`src/rtl/led_fade_pkg.sv`:
```
// ---------------------------------------------------------------------------
// led_fade_pkg
// Shared definitions for the LED fade sequencer:
//   N_CH_DEF  - default number of LED channels
//   PWM_W_DEF - default brightness / PWM counter width
//   RATE_W    - width of the per-channel fade-rate field
//   state_e   - sequencer FSM states (IDLE, SCAN)
// ---------------------------------------------------------------------------
package led_fade_pkg;

  localparam int N_CH_DEF  = 8;
  localparam int PWM_W_DEF = 10;
  localparam int RATE_W    = 4;

  typedef enum logic [0:0] {
    IDLE = 1'b0,
    SCAN = 1'b1
  } state_e;

endpackage : led_fade_pkg

```
`src/rtl/led_pwm_core.sv`:
```
// ---------------------------------------------------------------------------
// led_pwm_core
// Free-running PWM counter plus one registered comparator per channel.
// A channel output is high while the counter is below its effective level,
// so level 0 is constantly off and the top level is off for one count only.
// Ports:
//   clk_25mhz - clock
//   rst       - asynchronous active-high reset (counter and outputs to 0)
//   eff       - effective brightness per channel
//   led       - registered PWM outputs, one cycle behind the comparison
// ---------------------------------------------------------------------------
module led_pwm_core #(
  parameter int N_CH  = 8,
  parameter int PWM_W = 10
) (
  input  logic                        clk_25mhz,
  input  logic                        rst,
  input  logic [N_CH-1:0][PWM_W-1:0]  eff,
  output logic [N_CH-1:0]             led
);

  logic [PWM_W-1:0] pwm_ctr_r;
  logic [N_CH-1:0]  led_r;

  // PWM counter: free-running, wraps naturally at 2^PWM_W.
  always_ff @(posedge clk_25mhz or posedge rst) begin
    if (rst) begin
      pwm_ctr_r <= '0;
    end else begin
      pwm_ctr_r <= pwm_ctr_r + PWM_W'(1);
    end
  end

  // Per-channel registered comparators.
  always_ff @(posedge clk_25mhz or posedge rst) begin
    if (rst) begin
      led_r <= '0;
    end else begin
      for (int i = 0; i < N_CH; i++) begin
        led_r[i] <= (pwm_ctr_r < eff[i]);
      end
    end
  end

  assign led = led_r;

endmodule : led_pwm_core

```
`src/rtl/led_fade_sequencer.sv`:
```
// ---------------------------------------------------------------------------
// led_fade_sequencer
// Multi-channel LED fader. A prescaler produces a fade tick every STEP_DIV
// clocks (frozen while pause is high). On each tick the FSM scans all
// channels, one per cycle, moving each current brightness towards its target
// by (rate+1) units and clamping at the target. Commands are accepted only
// while idle. A one-cycle done pulse reports each channel reaching target.
// Optional build macro: LED_FADE_GAMMA_EN - squares brightness before PWM.
// Ports:
//   clk_25mhz  - clock
//   rst        - asynchronous active-high reset
//   cmd_valid  - command request
//   cmd_ready  - high while idle (command accepted when valid && ready)
//   cmd_ch     - target channel index
//   cmd_target - requested final brightness
//   cmd_rate   - step size minus one per fade tick
//   pause      - holds the prescaler, stopping fade progress
//   led        - registered PWM outputs
//   busy       - per channel, current brightness differs from target
//   done       - one-cycle pulse when a channel reaches target
//   done_ch    - channel index qualified by done
// ---------------------------------------------------------------------------
module led_fade_sequencer
  import led_fade_pkg::*;
#(
  parameter int N_CH     = N_CH_DEF,
  parameter int PWM_W    = PWM_W_DEF,
  parameter int STEP_DIV = 25000
) (
  input  logic                     clk_25mhz,
  input  logic                     rst,
  input  logic                     cmd_valid,
  output logic                     cmd_ready,
  input  logic [$clog2(N_CH)-1:0]  cmd_ch,
  input  logic [PWM_W-1:0]         cmd_target,
  input  logic [RATE_W-1:0]        cmd_rate,
  input  logic                     pause,
  output logic [N_CH-1:0]          led,
  output logic [N_CH-1:0]          busy,
  output logic                     done,
  output logic [$clog2(N_CH)-1:0]  done_ch
);

  localparam int CH_W  = $clog2(N_CH);
  localparam int PSC_W = (STEP_DIV > 1) ? $clog2(STEP_DIV) : 1;
  localparam int EXT_W = PWM_W + 1;

  localparam logic [PSC_W-1:0] PSC_LAST = PSC_W'(STEP_DIV - 1);
  localparam logic [CH_W-1:0]  LAST_CH  = CH_W'(N_CH - 1);

  state_e                          state_r;
  logic [CH_W-1:0]                 scan_ch_r;
  logic [PSC_W-1:0]                psc_r;
  logic [N_CH-1:0][PWM_W-1:0]      cur_r;
  logic [N_CH-1:0][PWM_W-1:0]      tgt_r;
  logic [N_CH-1:0][RATE_W-1:0]     rate_r;
  logic                            done_r;
  logic [CH_W-1:0]                 done_ch_r;

  logic                            tick_s;
  logic [PWM_W-1:0]                sel_cur_s;
  logic [PWM_W-1:0]                sel_tgt_s;
  logic [RATE_W-1:0]               sel_rate_s;
  logic [EXT_W-1:0]                cur_w_s;
  logic [EXT_W-1:0]                tgt_w_s;
  logic [EXT_W-1:0]                step_w_s;
  logic [EXT_W-1:0]                up_w_s;
  logic [EXT_W-1:0]                dn_w_s;
  logic [PWM_W-1:0]                next_cur_s;
  logic                            arrive_s;
  logic [N_CH-1:0]                 busy_s;
  logic [N_CH-1:0][PWM_W-1:0]      eff_s;

  // Tick is suppressed while paused so the scan never starts mid-pause.
  assign tick_s = (!pause) && (psc_r == PSC_LAST);

  // Prescaler: counts 0..STEP_DIV-1, holding its value while paused.
  always_ff @(posedge clk_25mhz or posedge rst) begin
    if (rst) begin
      psc_r <= '0;
    end else if (pause) begin
      psc_r <= psc_r;
    end else if (psc_r == PSC_LAST) begin
      psc_r <= '0;
    end else begin
      psc_r <= psc_r + PSC_W'(1);
    end
  end

  // Selected-channel fade step; widened by one bit so neither the sum nor
  // the clamp comparison can wrap.
  always_comb begin
    sel_cur_s  = cur_r[scan_ch_r];
    sel_tgt_s  = tgt_r[scan_ch_r];
    sel_rate_s = rate_r[scan_ch_r];
    cur_w_s    = {1'b0, sel_cur_s};
    tgt_w_s    = {1'b0, sel_tgt_s};
    step_w_s   = {{(EXT_W - RATE_W){1'b0}}, sel_rate_s} + EXT_W'(1);
    up_w_s     = cur_w_s + step_w_s;
    dn_w_s     = cur_w_s - step_w_s;
    if (cur_w_s < tgt_w_s) begin
      if (up_w_s > tgt_w_s) begin
        next_cur_s = sel_tgt_s;
      end else begin
        next_cur_s = up_w_s[PWM_W-1:0];
      end
    end else if (cur_w_s > tgt_w_s) begin
      // Clamp test is done on the target side so dn_w_s is only used
      // when it is known not to underflow.
      if (cur_w_s <= (tgt_w_s + step_w_s)) begin
        next_cur_s = sel_tgt_s;
      end else begin
        next_cur_s = dn_w_s[PWM_W-1:0];
      end
    end else begin
      next_cur_s = sel_cur_s;
    end
    arrive_s = (sel_cur_s != sel_tgt_s) && (next_cur_s == sel_tgt_s);
  end

  // Sequencer FSM with command capture, channel scan and done reporting.
  always_ff @(posedge clk_25mhz or posedge rst) begin
    if (rst) begin
      state_r   <= IDLE;
      scan_ch_r <= '0;
      cur_r     <= '0;
      tgt_r     <= '0;
      rate_r    <= '0;
      done_r    <= 1'b0;
      done_ch_r <= '0;
    end else begin
      done_r <= 1'b0;
      case (state_r)
        IDLE: begin
          // A command landing on the tick cycle is written before the scan
          // reads it on the following cycle.
          if (cmd_valid) begin
            tgt_r[cmd_ch]  <= cmd_target;
            rate_r[cmd_ch] <= cmd_rate;
          end
          if (tick_s) begin
            state_r   <= SCAN;
            scan_ch_r <= '0;
          end
        end
        SCAN: begin
          cur_r[scan_ch_r] <= next_cur_s;
          if (arrive_s) begin
            done_r    <= 1'b1;
            done_ch_r <= scan_ch_r;
          end
          if (scan_ch_r == LAST_CH) begin
            state_r <= IDLE;
          end else begin
            scan_ch_r <= scan_ch_r + CH_W'(1);
          end
        end
        default: begin
          state_r   <= IDLE;
          scan_ch_r <= '0;
        end
      endcase
    end
  end

  // Busy flags straight from the brightness registers.
  always_comb begin
    busy_s = '0;
    for (int i = 0; i < N_CH; i++) begin
      busy_s[i] = (cur_r[i] != tgt_r[i]);
    end
  end

`ifdef LED_FADE_GAMMA_EN
  // Squared gamma: keep the top PWM_W bits of cur*cur.
  always_comb begin
    logic [2*PWM_W-1:0] sq_v;
    eff_s = '0;
    sq_v  = '0;
    for (int i = 0; i < N_CH; i++) begin
      sq_v     = {{PWM_W{1'b0}}, cur_r[i]} * {{PWM_W{1'b0}}, cur_r[i]};
      eff_s[i] = sq_v[2*PWM_W-1:PWM_W];
    end
  end
`else
  // Linear brightness: PWM level equals current brightness.
  always_comb begin
    eff_s = cur_r;
  end
`endif

  led_pwm_core #(
    .N_CH  (N_CH),
    .PWM_W (PWM_W)
  ) u_pwm (
    .clk_25mhz (clk_25mhz),
    .rst       (rst),
    .eff       (eff_s),
    .led       (led)
  );

  assign cmd_ready = (state_r == IDLE);
  assign busy      = busy_s;
  assign done      = done_r;
  assign done_ch   = done_ch_r;

endmodule : led_fade_sequencer

```
`config.mk`:
```
export PLATFORM = sky130hd
export DESIGN_NAME = led_fade_sequencer
export DESIGN_NICKNAME = d
export VERILOG_FILES = /design/src/rtl/led_fade_pkg.sv /design/src/rtl/led_pwm_core.sv /design/src/rtl/led_fade_sequencer.sv
export SDC_FILE = /design/constraint.sdc
export NUM_CORES = 1
export LEC_CHECK = 0
export BUFFER_PORTS_ARGS = -buffer_cell sky130_fd_sc_hd__buf_2
export CORE_ASPECT_RATIO = 0.8
export CORE_MARGIN = 1
export CORE_UTILIZATION = 30
export CTS_BUF_LIST = sky130_fd_sc_hd__clkbuf_8 sky130_fd_sc_hd__clkbuf_16
export CTS_CLUSTER_DIAMETER = 100
export DETAILED_ROUTE_END_ITERATION = 8
export HOLD_SLACK_MARGIN = 0.12
export PLACE_DENSITY = 0.41
export SLEW_MARGIN = 20
export SYNTH_ARGS = -nofsm -noshare
export SYNTH_HDL_FRONTEND = slang
export SYNTH_SLANG_ARGS = --single-unit
```
`constraint.sdc`:
```
create_clock -name clk_25mhz -period 17.6 [get_ports clk_25mhz]
set_input_delay 1.76 -clock clk_25mhz [delete_from_list [all_inputs] [get_ports clk_25mhz]]
set_output_delay 1.76 -clock clk_25mhz [all_outputs]
set_load 0.1 [all_outputs]
```
==> flow_metrics.env <==
export IMPL_path_clk_slew_ns=0.06
export IMPL_routedWlPerCell_um=22.81
export IMPL_layout_drive_gt1_share_pct=19.59
export IMPL_syn_avg_cell_area_um2=10.62
export IMPL_h_tree_depth=1
export IMPL_slew_violations=0
export IMPL_cts_root_buffer="clkbuf_16"
export IMPL_rsz0062_at_grt="no"
export IMPL_tns_ns=0
export IMPL_post_dp_cell_area_mm2=0.01606
export IMPL_crit_family="compound AO/OA/AOI/OAI gates"
export IMPL_viasPerCell=5.002
export IMPL_fin_area_mm2=0.01701
export IMPL_cts_buffers=28
export IMPL_slew_headroom_pct=16.77
export IMPL_final_cell_mix="dfrtp_1 (230), nand2_1 (123), mux2_2 (120), ha_1 (120), inv_1 (118)"
export IMPL_critPathBufInv=2
export IMPL_yosysTopAreaCellShare_pct=38.58
export IMPL_synth_edff_count=0
export IMPL_clock_path_buffers=3
export IMPL_vias=10780
export IMPL_post_route_drc_count=0
export IMPL_grt_pass1_vias=10730
export IMPL_routed_wl_um=49170
export IMPL_worstHoldPathType="reg -> reg"
export IMPL_fin_hold_ws_ns=0.5041
export IMPL_cap_violations=0
export IMPL_cp_slowest_stage_delay_ns=0.61
export IMPL_syn_nets=1567
export IMPL_status="completed"
export IMPL_power_density_mw_per_mm2=95.09
export IMPL_clk_latency_ns=0.58
export IMPL_rows=73
export IMPL_drt_initial_drc_count=689
export IMPL_die_y_um=202.8
export IMPL_synth_top_area_cell="dfrtp_1"
export IMPL_cp_cell_sequence="buf_4 > mux4_2 > mux2i_1 > inv_1 > ha_1 > fa_1 > nand2b_1 > a31oi_1 > maj3_1 > a21oi_1 > nor2_1 > xor2_1 > ha_1 > a2111oi_0 > nand2_1 > a221o_1 > and2_1 > nand2_1 > o41ai_1 > a2111oi_2 > a21boi_1 > and4_1 > mux2_4"
export IMPL_cpMaxStageDelayCell="buf_4"
export IMPL_startpoint_type="flip-flop"
export IMPL_coreArea_mm2=0.04969
export IMPL_gr_usage_all_layers_pct=19.60
export IMPL_die_x_um=253.0
export IMPL_syn_area_mm2=0.01511
export IMPL_fin_worst_skew_ns=0.02959
export IMPL_crit_type="reg -> reg"
export IMPL_end_kind="flip-flop"
export IMPL_dpl_hpwl_um=36730
export IMPL_gp_congestion=0.8931
export IMPL_yosysUniqueCellTypes=71
export IMPL_cts_sinks=233
export IMPL_portBuffers=41
export IMPL_required_ns=18.06
export IMPL_antenna_found_initial=1
export IMPL_ir_drop_uv=64.89
export IMPL_ys_warn_count=0
export IMPL_initial_core_util_pct=30.42
export IMPL_final_antenna_net_count=0
export IMPL_p_leak_nw=7.376
export IMPL_cts_hold_buf=0
export IMPL_grt_start_max_net_pins=113
export IMPL_worst_pin_slew_ns=1.237
export IMPL_final_period_utilization_pct=42.60
export IMPL_n_antenna_cell=0
export IMPL_yosysSeqAreaShare_pct=38.58
export IMPL_io_pins=42
export IMPL_ys_async_sr_fraction_pct=100.0
export IMPL_setup_viol=0
export IMPL_cts_tree="built"
export IMPL_ys_seq_elements=233
export IMPL_synth_cells=1423
export IMPL_fmax_ghz=0.1334
export IMPL_first_pass_iters=5
export IMPL_finalPower_w=0.001618
export IMPL_final_common_cell="dfrtp_1"
export IMPL_synth_area_top_cells="dfrtp_1 (39%), ha_1 (9.9%), mux2_2 (8.9%)"
export IMPL_die_area_mm2=0.05129
export IMPL_r2r_slack_ns=10.10
export IMPL_overflow=0
export IMPL_critPathArrivalTime_ns=7.95
export IMPL_hold_violations=0
export IMPL_cts_setup_buffers=0
export IMPL_ctsResizeCount=0
export IMPL_area_growth_pct=12.56
export IMPL_min_period_ns=7.497
export IMPL_final_nets=1602
export IMPL_grt_pass1_wl_um=74040
export IMPL_synthFlopType="dfrtp_1"
export IMPL_cp_max_fo=41
layout make-up:
cell class / count / area [um2]
clock buffers: 35 / 797.0
inverters: 109 / 416.7
repair buffers: 60 / 359.1
well taps: 675 / 844.6
clock inverters: 17 / 111.4
flip-flops and latches: 233 / 5834
multi-input cells: 1026 / 8650
fillers: 5072 / 32680
cells in the mapped netlist (8+ instances only):
library cell	count
buf_2	12
nand2_1	123
xor2_1	79
ha_1	120
nand2b_1	31
a21o_1	26
inv_1	109
dfrtp_1	233
nor2_1	39
nor4_1	17
o21ai_0	38
nand3_1	29
a21oi_1	52
nor3_1	10
and3_1	8
xnor2_1	53
nand4_1	15
mux2_2	120
o21ai_1	73
mux4_2	46
clkbuf_1	36
nor2b_1	24
mux2i_1	26
through the flow:
step                setup slack [ns]  utilization [%]  std cells
floorplan                      9.450                -       1423
global placement               10.22            32.33       2101
detailed placement             10.10            32.33       2101
CTS                            10.07            34.15       2153
global route                   9.705            34.24       2155
finish                         10.10            34.24       2155
sequential cells by signal, summed over array words and instances (netlist names):
signal           flops
cur_r               80
tgt_r               80
rate_r              32
psc_r               15
u_pwm.pwm_ctr_r     10
u_pwm.led            8
done_ch              3
scan_ch_r            3
done                 1
state_r              1
kinds of logic after synthesis:
group | share of synthesized area (%)
flops | 38.58
fa+ha+maj | 10.46
buf+inv | 4.371
compound gates | 9.876
mux | 18.00
simple gates | 10.77
xor+xnor | 7.947
report_power, final:
group / leakage, nW / switching, W / internal (W)
clock: 0.485 / 0.000240 / 0.000332
combinational: 3.88 / 0.000214 / 0.000167
sequential: 3.01 / 0.0000656 / 0.000599
total: 7.38 / 0.000520 / 0.00110
per-layer routing:
metal / GRT usage [%] / wire length (um)
met1: 30.24 / 25430
met2: 28.33 / 20480
met5: 0 / 0
met4: 3.139 / 639
met3: 3.782 / 2616
worst paths after layout:
check	start	end	cells past startpoint
min in group asynchronous	rst	psc_r[13]	2
max in group asynchronous	rst	u_pwm.led[6]	4
setup / recovery	scan_ch_r[2]	done_ch[1]	23
setup reg to reg	scan_ch_r[2]	done_ch[1]	23
hold / removal	rate_r[2]	rate_r[2]	1
hold reg to reg	rate_r[2]	rate_r[2]	1
(Power assumes the default switching activity.)
